<file path="config.mk">
export PLATFORM = sky130hd
export DESIGN_NAME = shift_rx32
export DESIGN_NICKNAME = d
export VERILOG_FILES = /design/src/rtl/shift_rx32.sv
export SDC_FILE = /design/constraint.sdc
export NUM_CORES = 1
export LEC_CHECK = 0
export BUFFER_PORTS_ARGS = -buffer_cell sky130_fd_sc_hd__buf_2
export CORE_MARGIN = 3
export CORE_UTILIZATION = 35
export DETAILED_ROUTE_END_ITERATION = 6
export GPL_ROUTABILITY_DRIVEN = 0
export PLACE_DENSITY = 0.62
export SLEW_MARGIN = 15
export SYNTH_ARGS = -nofsm -noshare
export SYNTH_HDL_FRONTEND = slang
export SYNTH_SLANG_ARGS = --single-unit
</file>
<file path="constraint.sdc">
create_clock -name clk -period 3.6 [get_ports clk]
set_clock_uncertainty 0.2 [all_clocks]
set_input_delay 0.36 -clock clk [delete_from_list [all_inputs] [get_ports clk]]
set_output_delay 0.36 -clock clk [all_outputs]
set_load 0.1 [all_outputs]
</file>
<file path="src/rtl/shift_rx32.sv">
// shift_rx32 -- serial-to-parallel receiver for the 32-bit shift-register link.
//
// Collects one bit per sin_valid clock into a WIDTH-bit shift register, LSB-first
// (dir=0) or MSB-first (dir=1). The direction is latched on the first bit of each
// word. A completed word moves into the registered parallel output po and raises
// po_valid until the consumer accepts it with po_ready.
//
// The output register acts as a one-word holding slot. The next word can
// assemble while po waits to be accepted. If a word completes while the slot is
// still full and not being drained, that word is dropped and overrun is set.
// overrun is sticky until reset.
//
// Optional feature macro: SHIFT_RX_PARITY_EN
//   Defined:   each word is followed by one even-parity bit. That bit is counted
//              but not shifted into the word. parity_err is loaded alongside po.
//   Undefined: words complete on bit WIDTH and parity_err is constant 0.
//
// Reset is asynchronous and active-low on the port named 'reset'.

module shift_rx32 #(
    parameter int WIDTH = 32
) (
    input  logic             clk,
    input  logic             reset,
    input  logic             sin,
    input  logic             sin_valid,
    input  logic             dir,
    input  logic             clear,
    output logic [WIDTH-1:0] po,
    output logic             po_valid,
    input  logic             po_ready,
    output logic             overrun,
    output logic             busy,
    output logic             parity_err
);

`ifdef SHIFT_RX_PARITY_EN
    localparam int LAST = WIDTH + 1;
`else
    localparam int LAST = WIDTH;
`endif
    localparam int CW = $clog2(LAST + 1);

    localparam logic [CW-1:0] CNT_ZERO  = '0;
    localparam logic [CW-1:0] CNT_ONE   = CW'(1);
    localparam logic [CW-1:0] CNT_FINAL = CW'(LAST - 1);
`ifdef SHIFT_RX_PARITY_EN
    localparam logic [CW-1:0] CNT_DATA  = CW'(WIDTH);
`endif

    localparam logic [0:0] ST_IDLE     = 1'b0;
    localparam logic [0:0] ST_ASSEMBLE = 1'b1;

    logic [WIDTH-1:0] sreg;
    logic [WIDTH-1:0] shifted;
    logic [WIDTH-1:0] word;
    logic [CW-1:0]    cnt;
    logic [0:0]       state;
    logic             dir_q;
    logic             eff_dir;
    logic             take;
    logic             data_bit;
    logic             complete;
    logic             transfer;
    logic             accept;
`ifdef SHIFT_RX_PARITY_EN
    logic             par_acc;
    logic             word_perr;
    logic             perr_q;
`endif

    // The state follows directly from the bit counter. IDLE means no bits of the current word have arrived yet.
    always_comb begin
        state = (cnt == CNT_ZERO) ? ST_IDLE : ST_ASSEMBLE;
    end

    // Per-edge decode: whether this bit is taken, which direction applies, and whether the word finishes and lands in po.
    always_comb begin
        take     = sin_valid && !clear;
        eff_dir  = (state == ST_IDLE) ? dir : dir_q;
        complete = take && (cnt == CNT_FINAL);
        shifted  = eff_dir ? {sreg[WIDTH-2:0], sin} : {sin, sreg[WIDTH-1:1]};
        transfer = po_valid && po_ready;
        accept   = complete && (!po_valid || po_ready);
`ifdef SHIFT_RX_PARITY_EN
        data_bit  = take && (cnt < CNT_DATA);
        word      = sreg;
        word_perr = par_acc ^ sin;
`else
        data_bit  = take;
        word      = shifted;
`endif
    end

    // Assembly datapath. clear wins over sin_valid and discards the bit sampled on that edge.
    always_ff @(posedge clk or negedge reset) begin
        if (!reset) begin
            sreg  <= '0;
            cnt   <= CNT_ZERO;
            dir_q <= 1'b0;
        end else if (clear) begin
            sreg <= '0;
            cnt  <= CNT_ZERO;
        end else if (sin_valid) begin
            if (state == ST_IDLE) begin
                dir_q <= dir;
            end
            if (data_bit) begin
                sreg <= shifted;
            end
            cnt <= complete ? CNT_ZERO : cnt + CNT_ONE;
        end
    end

`ifdef SHIFT_RX_PARITY_EN
    // Running XOR of the data bits of the word in progress. It restarts at every word boundary.
    always_ff @(posedge clk or negedge reset) begin
        if (!reset) begin
            par_acc <= 1'b0;
        end else if (clear || complete) begin
            par_acc <= 1'b0;
        end else if (data_bit) begin
            par_acc <= par_acc ^ sin;
        end
    end
`endif

    // Holding slot. A completed word is loaded unless the slot is full and not draining on this same edge.
    always_ff @(posedge clk or negedge reset) begin
        if (!reset) begin
            po       <= '0;
            po_valid <= 1'b0;
`ifdef SHIFT_RX_PARITY_EN
            perr_q   <= 1'b0;
`endif
        end else if (accept) begin
            po       <= word;
            po_valid <= 1'b1;
`ifdef SHIFT_RX_PARITY_EN
            perr_q   <= word_perr;
`endif
        end else if (transfer) begin
            po_valid <= 1'b0;
        end
    end

    // Sticky overrun: a word finished while the slot was full and the consumer was not taking it.
    always_ff @(posedge clk or negedge reset) begin
        if (!reset) begin
            overrun <= 1'b0;
        end else if (complete && po_valid && !po_ready) begin
            overrun <= 1'b1;
        end
    end

    assign busy = (state == ST_ASSEMBLE);

`ifdef SHIFT_RX_PARITY_EN
    assign parity_err = perr_q;
`else
    assign parity_err = 1'b0;
`endif

endmodule
</file>
==> key figures, run 1 <==
Power and ir drop
  – Max VDD drop: 0.192 mV
  – Leakage: 1.72 nW
  – PwrDens: 459 mW/mm²

Timing
  – TNS Setup: 0 ns
  – Final hold vios: 0
  – Worst Tran Pin Value: 0.845 ns
  – Slew margin rel.: 43.7%
  – Final worst-path cycle share: 62.7%
  – Final Setup Violations: 0
  – Slew Viols, Final: 0
  – Tmin final: 2.26 ns
  – Hold Slack: 0.148 ns
  – Fmax: 443 MHz
  – RSZ-0062 raised after global routing: false

Critical path
  – CP Capture Type: flip-flop
  – Crit start category: flip-flop
  – Reg2Reg Depth: 5
  – Worst endpoint required time: 3.64 ns
  – Flop-to-flop setup slack: 1.34 ns
  – Crit Path Class: flip-flop to flip-flop
  – Worst r2r dst: sreg[29]
  – Worst setup path end: sreg[29]
  – Worst Setup SP: cnt[0]
  – Worst R2R Start: cnt[0]
  – CP Max Fanout: 32
  – Worst Path Arrival: 2.29 ns

Die
  – Die footprint: 0.0109 mm²
  – Ports: 43
  – Vert. Die Dim: 104 µm
  – Die W: 104 µm
  – Starting Density: 36.2%
  – Rows: 35
  – Core area: 0.00933 mm²

Yosys
  – Post-synth net total: 348
  – Seq/Total Area, Yosys: 54.1%
  – Netlist Area Pre-Place: 0.00338 mm²
  – #FFs+latches synth: 73
  – Syn Area/Cell: 9.97 µm²
  – Post-synth top flop: dfrtp_1
  – Distinct cells, synth: 32
  – Post-Synthesis Cells: 339
  – Synth async-reset ratio: 100%
  – Ys Warns: 0
  – Number of synthesized flops with an enable pin: 0

Place
  – Port Buf Inserts: 41
  – Detailed placer's ending HPWL: 4550 µm

Routing
  – Via density: 5.49
  – Post-DRT Antenna Nets: 0
  – Final wirelength: 7670 µm
  – Routed len/inst: 15.3 µm
  – First drt pass iteration count: 5
  – Detailed Route Iter0 Violations: 184
  – Residual DRC: 0
  – Total number of vias: 2743

Global route
  – Total congestion overflow: 0
  – Initial antenna violation count: 0
  – Vias in the first global route: 2621
  – First-pass GRT wire length: 12900 µm
  – Largest net degree at the start of global routing: 73
  – Total GRT Usage: 14.5%

Clock network
  – H-tree levels: 3
  – Clk sinks: 73
  – CTS root buffer: clkbuf_8
  – Hold Buf Count CTS: 1
  – Reg clk slew, reported paths: 0.08 ns
  – Bufs on Longest Clock Path: 2
  – CTS buffer count: 9
  – CTS tree: done
  – PostCTS Resize Cnt: 0
  – Worst skew pair latency: 0.35 ns
  – Post-CTS Setup Repair Bufs: 0

Finish
  – N_diodes: 0
  – Synth-to-layout area growth: 15.4%
  – Fill count: 911
  – Most frequent cells in the layout: dfrtp_1, nor2_1, buf_2
  – Nets@finish: 375
  – Proportion of layout cells with a drive suffix above 1: 18.9%
  – Most common cell after layout, fill and taps aside: dfrtp_1

Hold path
  – Hold_sp: po_ready
  – Min-Delay Path Class: primary input to flip-flop

Run
  – Max-capacitance violation count: 0

Status
  – Status: finished, final reports clean
-- how the worst min path moves through the flow --
| stage | endpoint | slack, ns | depth (start not counted) |
|---|---|---|---|
| detailed placement | overrun | 0.25 | 1 |
| CTS | po[0] | 0.14 | 3 |
| finish | overrun | 0.15 | 3 |
| global route | overrun | 0.15 | 3 |
| floorplan | cnt[0] | -0.14 | 0 |
| global placement | overrun | 0.24 | 1 |
-- routing by layer --
metal	vias to the layer above	wire (µm)	global-route usage (%)
li1	1305	-	-
met1	1350	3590	20.0
met2	78	3540	21.9
met3	10	428	4.47
met4	0	110	4.56
met5	-	0	0
-- stage by stage --
step,setup WS [ns],instances,cell area (µm²),util (%),total power (W)
2_1_floorplan,1.53,339,3380,-,0.00102
3_3_place_gp,1.47,483,3660,39.2,0.00107
3_5_place_dp,1.45,483,3660,39.2,0.00107
4_1_cts,1.34,500,3900,41.8,0.00181
5_1_grt,1.22,500,3900,41.8,0.00187
6_report,1.34,500,3900,41.8,0.00179
-- logic make-up (layout without fill, tap and decap cells) --
logic type / Yosys count / in the layout / synth area share [%]
simple gates: 118 / 118 / 18.4
compound gates: 105 / 105 / 20.9
flops: 73 / 73 / 54.1
buf+inv: 36 / 68 / 4.63
fa+ha+maj: 2 / 2 / 0.741
xor+xnor: 2 / 2 / 0.519
mux: 2 / 2 / 0.593
other cells: 1 / 1 / 0.111
-- power breakdown --
group	switching [W]	leakage (nW)	total (W)	internal [W]
Combinational	0.000133	0.615	0.000190	0.0000571
Sequential	0.0000210	0.994	0.000868	0.000847
Clock	0.000333	0.114	0.000730	0.000397
Total	0.000486	1.72	0.00179	0.00130
-- final cells by class --
cell class	instances	area (µm²)	share of cell area, %
Tap cell	129	161	4.14
Sequential cell	73	1830	46.9
Clock inverter	7	104	2.66
Inverter	4	15.0	0.385
Multi-Input combinational cell	230	1400	35.8
Clock buffer	9	124	3.18
Timing Repair Buffer	48	273	7.00
-- synthesized netlist by cell type, types with 2 or more instances --
cell | instances | share of area [%]
a21oi_1 | 2 | 0.30
a311oi_1 | 33 | 8.6
a31oi_1 | 32 | 5.9
buf_2 | 8 | 1.2
buf_4 | 3 | 0.67
clkbuf_1 | 21 | 2.3
dfrtp_1 | 73 | 54
ha_1 | 2 | 0.74
inv_1 | 4 | 0.44
mux2i_1 | 2 | 0.59
nand2b_1 | 2 | 0.37
nand3_1 | 2 | 0.30
nand3b_1 | 32 | 7.1
nand4_1 | 2 | 0.37
nor2_1 | 68 | 7.6
nor2_2 | 2 | 0.37
nor2b_1 | 2 | 0.37
o21ai_0 | 26 | 3.9
o21ai_1 | 8 | 1.2
or2_2 | 2 | 0.37
xor2_1 | 2 | 0.52
-- worst max-delay path, stage by stage, from the launching register on --
cell and delay, ns:
dfrtp_1 0.41, inv_1 0.08, ha_1 0.21, a31o_2 0.64, nand3b_1 0.24, a311oi_1 0.35
-- state kept, by name, indices dropped and copies added (netlist names) --
register / flops
po: 32
po_valid: 1
overrun: 1
cnt: 6
dir_q: 1
sreg: 32
Note: power is estimated with default switching activity, not from simulation.
==> run 2: changes to the inputs <==
--- a/config.mk
+++ b/config.mk
@@ -5,12 +5,13 @@
 export SDC_FILE = /design/constraint.sdc
 export NUM_CORES = 1
 export LEC_CHECK = 0
+export ABC_AREA = 1
 export BUFFER_PORTS_ARGS = -buffer_cell sky130_fd_sc_hd__buf_2
 export CORE_MARGIN = 3
 export CORE_UTILIZATION = 35
 export DETAILED_ROUTE_END_ITERATION = 6
 export GPL_ROUTABILITY_DRIVEN = 0
-export PLACE_DENSITY = 0.62
+export PLACE_DENSITY = 0.64
 export SLEW_MARGIN = 15
 export SYNTH_ARGS = -nofsm -noshare
 export SYNTH_HDL_FRONTEND = slang
==> constraint.sdc (replaced) <==
create_clock -name clk -period 1.8 [get_ports clk]
set_clock_uncertainty 0.2 [all_clocks]
set_input_delay 0.18 -clock clk [delete_from_list [all_inputs] [get_ports clk]]
set_output_delay 0.18 -clock clk [all_outputs]
set_load 0.1 [all_outputs]
==> run 2 against run 1 <==
Net effect: the flow now finishes with violations (negative setup slack); hold slack worse by 0.092 ns; synthesized cell count is 30% higher; clock power is 55% higher; critical path depth is 5 higher; worst setup slack worse by 1.4 ns; combinational power grew to 6.0 times the previous value; utilization is 12 points higher; register-to-register slack worse by 1.4 ns; sequential power is 100% higher; largest cell class is now multi-input gates; largest power group unchanged.
==> key figures, run 2 <==
Yosys
  – Seq/Total Area, Yosys: 52.3%
  – Ys Warns: 0
  – Synth area leader: dfrtp_1
  – Number of synthesized flops with an enable pin: 0
  – Post-synth top cells: nand2_1, nand3_1, dfrtp_1
  – Synth area leaders: dfrtp_1, nand2_1, nand3_1
  – Synth async-reset ratio: 100%
  – Count leader, synth: nand2_1
  – #FFs+latches synth: 73
  – Yosys top cell area share: 52.3%
  – Distinct cells, synth: 24
  – Post-synth net total: 450
  – Post-Synthesis Cells: 441
  – Netlist Area Pre-Place: 0.00349 mm²
  – Syn Area/Cell: 7.92 µm²
  – Post-synth top flop: dfrtp_1

Routing
  – Final wirelength: 10100 µm
  – Via density: 5.10
  – Post-DRT Antenna Nets: 0
  – Detailed Route Iter0 Violations: 315
  – Total number of vias: 3289
  – First drt pass iteration count: 5
  – Residual DRC: 0
  – Routed len/inst: 15.7 µm

Die
  – Die footprint: 0.0112 mm²
  – Rows: 35
  – Ports: 43
  – Core area: 0.00946 mm²
  – Starting Density: 36.9%
  – Die W: 106 µm
  – Vert. Die Dim: 106 µm

Power and ir drop
  – Sw frac: 33.6%
  – Clk pwr share: 28.1%
  – Flop pwr share: 43.8%
  – Leakage: 2.71 nW
  – PwrDens: 800 mW/mm²
  – Max VDD drop: 0.630 mV
  – Combinational Power Share: 28.1%
  – P_sw: 0.00135 W
  – Pint: 0.00268 W

Finish
  – Synth-to-layout area growth: 44.5%
  – Nets@finish: 521
  – N_diodes: 0
  – Most frequent cells in the layout: nand2_1, dfrtp_1, nand3_1
  – Proportion of layout cells with a drive suffix above 1: 36.2%
  – Non-Filler Instances: 645
  – Design area: 0.00505 mm²
  – Fill count: 848
  – Most common cell after layout, fill and taps aside: nand2_1
  – Biggest regs: po: 32 flops, sreg: 32 flops, cnt: 6 flops

Global route
  – Total congestion overflow: 0
  – First-pass GRT wire length: 13400 µm
  – Total GRT Usage: 14.7%
  – Initial antenna violation count: 0
  – Vias in the first global route: 2936
  – Largest net degree at the start of global routing: 37

Critical path
  – Flop-to-flop setup slack: -0.08 ns
  – Crit-path max cell delay: 0.42 ns
  – Crit start category: flip-flop
  – Worst endpoint required time: 1.85 ns
  – Slowest cell on crit path: dfrtp_1
  – Worst Path Arrival: 1.92 ns
  – CP Capture Type: flip-flop
  – Crit-path cells: buf_6, inv_6, ha_4, nand4_1, buf_6, clkbuf_16, nand2_8, nand2_1, nand3_1, nand2_1
  – Crit Path Class: flip-flop to flip-flop
  – CP Max Fanout: 8

Clock network
  – Bufs on Longest Clock Path: 2
  – CTS buffer count: 9
  – Worst skew pair latency: 0.35 ns
  – Clk sinks: 73
  – CTS root buffer: clkbuf_8
  – Reg clk slew, reported paths: 0.07 ns
  – H-tree levels: 3
  – CTS tree: done

Timing
  – Fin worst setup slack: -0.0785 ns
  – Tmin final: 1.88 ns
  – Fmax: 532 MHz
  – Final hold vios: 0
  – Final Setup Violations: 63
  – RSZ-0062 raised after global routing: true
  – Slew margin rel.: 66.1%
  – Final worst-path cycle share: 104%
  – Worst Tran Pin Value: 0.508 ns
  – Slew Viols, Final: 0

Place
  – Port Buf Inserts: 41
  – Detailed placer's ending HPWL: 5180 µm
  – Placed Area: 0.00395 mm²
  – Placed insts: 603

Hold path
  – Min-Delay Path Class: primary input to flip-flop

Status
  – Failing checks: negative setup slack
  – Status: finished, violations left

Run
  – Max-capacitance violation count: 0
[run 2: cell types whose count changed after synthesis, sizes merged, moves of 32 or more]
cell / previous run / this run
a311oi: 33 / 0
nand3: 2 / 100
nor2: 70 / 11
inv: 4 / 44
nand3b: 32 / 0
nand2: 1 / 175
[run 2: kinds of logic after synthesis]
logic type	count (synthesis)	synth area share [%]
AOI/OAI and AO/OA	8	1.29
adders and majority gates	2	0.716
buffers and inverters	67	9.35
DFF	73	52.3
other	1	0.107
and+or+nand+nor	290	36.2
[run 2: final timing paths]
path	from	to	depth (start not counted)
worst max-delay path	cnt[0]	po[10]	10
worst min-delay path	clear	cnt[3]	6
worst max register to register	cnt[0]	po[10]	10
worst min register to register	po[9]	po[9]	2
max in group asynchronous	reset	po[13]	3
min in group asynchronous	reset	po[26]	2
[run 2: cell type report]
cell class / instances / area [µm²] / area share [%]
multi-input combinational: 304 / 1930 / 38.2
inverter: 44 / 178 / 3.52
clock buffer: 12 / 145 / 2.88
timing repair buffer: 80 / 792 / 15.7
tap: 129 / 161 / 3.20
clock inverter: 3 / 17.5 / 0.347
sequential: 73 / 1830 / 36.2
[run 2: per-layer routing]
layer	up-vias	global-route usage (%)	wire length [µm]
met1	1601	19.5	4320
met5	-	0	0
met2	130	23.0	4910
met4	0	4.72	189
met3	21	4.61	692
li1	1537	-	-
[run 2: repair_timing]
item | in CTS | in global routing
setup buffers | 2 | 8
gates cloned | 0 | 12
gates resized for setup | 4 | 120
hold buffers | 5 | 0
endpoints found under the setup margin | 64 | 65
pin swaps | 2 | 45
endpoints found under the hold margin | 79 | 0
[run 2: metrics by stage]
stage / util (%) / TNS, ns / power (W) / setup WS, ns / hold WS (ns)
2_1_floorplan: - / -3.29 / 0.00229 / -0.0565 / -0.316
3_3_place_gp: 41.7 / -0.0163 / 0.00241 / -0.0147 / -0.0641
3_5_place_dp: 41.7 / -4.03 / 0.00242 / -0.103 / -0.0635
4_1_cts: 44.4 / -0.00581 / 0.00358 / -0.00347 / 0.0379
5_1_grt: 53.4 / -7.12 / 0.00422 / -0.173 / 0.0744
6_report: 53.4 / -2.33 / 0.00404 / -0.0785 / 0.0559
[run 2: power by group through the flow]
| stage | combinational, W | clock [W] | sequential, W |
|---|---|---|---|
| after floorplan | 0.000502 | 0 | 0.00178 |
| after global routing | 0.00122 | 0.00122 | 0.00178 |
| after CTS | 0.000655 | 0.00116 | 0.00176 |
| after detailed placement | 0.000632 | 0 | 0.00179 |
| after global placement | 0.000619 | 0 | 0.00179 |
| final | 0.00114 | 0.00113 | 0.00177 |
[run 2: critical path: cells and delay by family (launching register included)]
family	cells	cell delay (ns)
buffers and inverters	4	0.53
AND/OR/NAND/NOR	5	0.49
flip-flops	1	0.42
adder cells (fa/ha/maj)	1	0.14
==> run 3: changes to the inputs <==
--- a/config.mk
+++ b/config.mk
@@ -5,7 +5,6 @@
 export SDC_FILE = /design/constraint.sdc
 export NUM_CORES = 1
 export LEC_CHECK = 0
-export ABC_AREA = 1
 export BUFFER_PORTS_ARGS = -buffer_cell sky130_fd_sc_hd__buf_2
 export CORE_MARGIN = 3
 export CORE_UTILIZATION = 35
==> run 3 against run 2 <==
Net effect: sequential share of layout area increased by 2.8 points; the flow still finishes with violations (negative setup slack); combinational power decreased by 46%; die area decreased by 3.1%; sequential power about the same; first-iteration DRC count decreased by 24%; design area decreased by 7.1%; critical path depth decreased by 2; global-route usage increased by 3.0 points.
==> key figures, run 3 (same netlist as run 1, synthesis figures left out) <==
Status
  – Status: finished, violations left
  – Failing checks: negative setup slack

Routing
  – Post-DRT Antenna Nets: 0
  – Via density: 5.69
  – Residual DRC: 0
  – Routed len/inst: 18.3 µm
  – Total number of vias: 3053
  – Detailed Route Iter0 Violations: 239
  – First drt pass iteration count: 5
  – Final wirelength: 9820 µm

Power and ir drop
  – PwrDens: 780 mW/mm²
  – Leakage: 2.02 nW
  – Max VDD drop: 0.331 mV

Timing
  – Final worst-path cycle share: 111%
  – Tmin final: 2.00 ns
  – Final hold vios: 0
  – Hold Slack: 0.132 ns
  – Final Setup Violations: 65
  – RSZ-0062 raised after global routing: true
  – Fin worst setup slack: -0.205 ns
  – Worst Tran Pin Value: 0.603 ns
  – Slew margin rel.: 59.8%
  – TNS Setup: -6.68 ns
  – Slew Viols, Final: 0
  – Fmax: 499 MHz

Clock network
  – Reg clk slew, reported paths: 0.08 ns
  – CTS root buffer: clkbuf_8
  – Worst skew pair latency: 0.35 ns
  – CTS tree: done
  – CTS buffer count: 9
  – Clk sinks: 73
  – H-tree levels: 3
  – Bufs on Longest Clock Path: 2

Hold path
  – Min-Delay Path Class: primary input to flip-flop

Finish
  – Nets@finish: 412
  – Non-Filler Instances: 537
  – Most common cell after layout, fill and taps aside: dfrtp_1
  – N_diodes: 0
  – Biggest regs: po: 32 flops, sreg: 32 flops, cnt: 6 flops
  – Proportion of layout cells with a drive suffix above 1: 34.3%
  – Synth-to-layout area growth: 38.8%
  – Utilization after layout: 50.3%
  – Design area: 0.00469 mm²
  – Most frequent cells in the layout: dfrtp_1, nor2_1, buf_2

Place
  – Placed Area: 0.00388 mm²
  – Port Buf Inserts: 41
  – Placed insts: 500
  – Detailed placer's ending HPWL: 4930 µm

Critical path
  – CP Capture Type: flip-flop
  – Worst endpoint required time: 1.84 ns
  – Crit start category: flip-flop
  – Worst Path Arrival: 2.04 ns
  – Crit Path Class: flip-flop to flip-flop
  – CP Max Fanout: 8

Die
  – Core area: 0.00933 mm²
  – Rows: 35
  – Starting Density: 36.2%
  – Ports: 43
  – Vert. Die Dim: 104 µm
  – Die W: 104 µm
  – Die footprint: 0.0109 mm²

Run
  – Max-capacitance violation count: 0

Global route
  – Total congestion overflow: 0
  – Total GRT Usage: 17.7%
  – First-pass GRT wire length: 15500 µm
  – Initial antenna violation count: 0
  – Largest net degree at the start of global routing: 73
  – Vias in the first global route: 2883
## run 3: changes by cell type in the layout (fill, tap and decap cells not counted), sizes merged, moves of 6 or more
cell    before  now
nand2      178    1
nand3      100    2
nor2        11   70
inv         44    4
a311oi       0   33
nand3b       0   32
a31oi        2   33
o21ai        4   34
buf         67   79
clkbuf      20   14
## run 3: what timing repair did
action                     4_1_cts  5_1_grt
hold buffers                     3        0
pin swaps                        5       25
gates cloned                     7        3
buffers inserted                 2        6
gates resized for setup         36       42
hold endpoints to repair        76        0
setup endpoints to repair       65       65
## run 3: worst paths after layout
path / slack (ns) / endpoint / depth (start not counted) / start
worst max-delay path: -0.20 / sreg[15] / 8 / cnt[0]
worst min-delay path: 0.13 / cnt[2] / 5 / sin_valid
worst max register to register: -0.20 / sreg[15] / 8 / cnt[0]
worst min register to register: 0.26 / overrun / 1 / overrun
max in group asynchronous: 0.71 / po[29] / 3 / reset
min in group asynchronous: 0.18 / overrun / 3 / reset
## run 3: critical path, stage by stage (launching register included)
cell,delay [ns]
dfrtp_1,0.39
inv_1,0.09
ha_2,0.19
buf_4,0.15
a31oi_4,0.17
buf_12,0.15
clkbuf_16,0.14
o21ai_1,0.07
a311oi_1,0.33
## run 3: per-stage QoR
| step | worst slack [ns] | total power, W |
|---|---|---|
| 5_1_grt | -0.294 | 0.00383 |
| 6_report | -0.205 | 0.00366 |
| 4_1_cts | -0.0677 | 0.00356 |
| 3_3_place_gp | -0.0576 | 0.00220 |
| 2_1_floorplan | -0.000302 | 0.00204 |
| 3_5_place_dp | -0.119 | 0.00221 |
## run 3: power breakdown
part           leakage, nW  switching [W]  total, W  internal [W]
logic                0.931       0.000358  0.000619      0.000261
clock network       0.0953       0.000622   0.00130      0.000674
registers            0.992      0.0000473   0.00174       0.00169
## run 3: routing by layer
layer  wire length, µm  track usage [%]  up-vias
met5                 0                0        -
met4               252             6.65        0
met3               614             4.16       18
met2              4760             28.3      110
met1              4190             23.5     1529
li1                  -                -     1396
## run 3: final cells by class
cell class | instances | area [µm²]
Sequential cell | 73 | 1830
Fill cell | 823 | 4640
Multi-Input combinational cell | 230 | 1640
Inverter | 4 | 15.0
Tap cell | 129 | 161
Timing Repair Buffer | 85 | 845
Clock buffer | 11 | 141
Clock inverter | 5 | 55.1
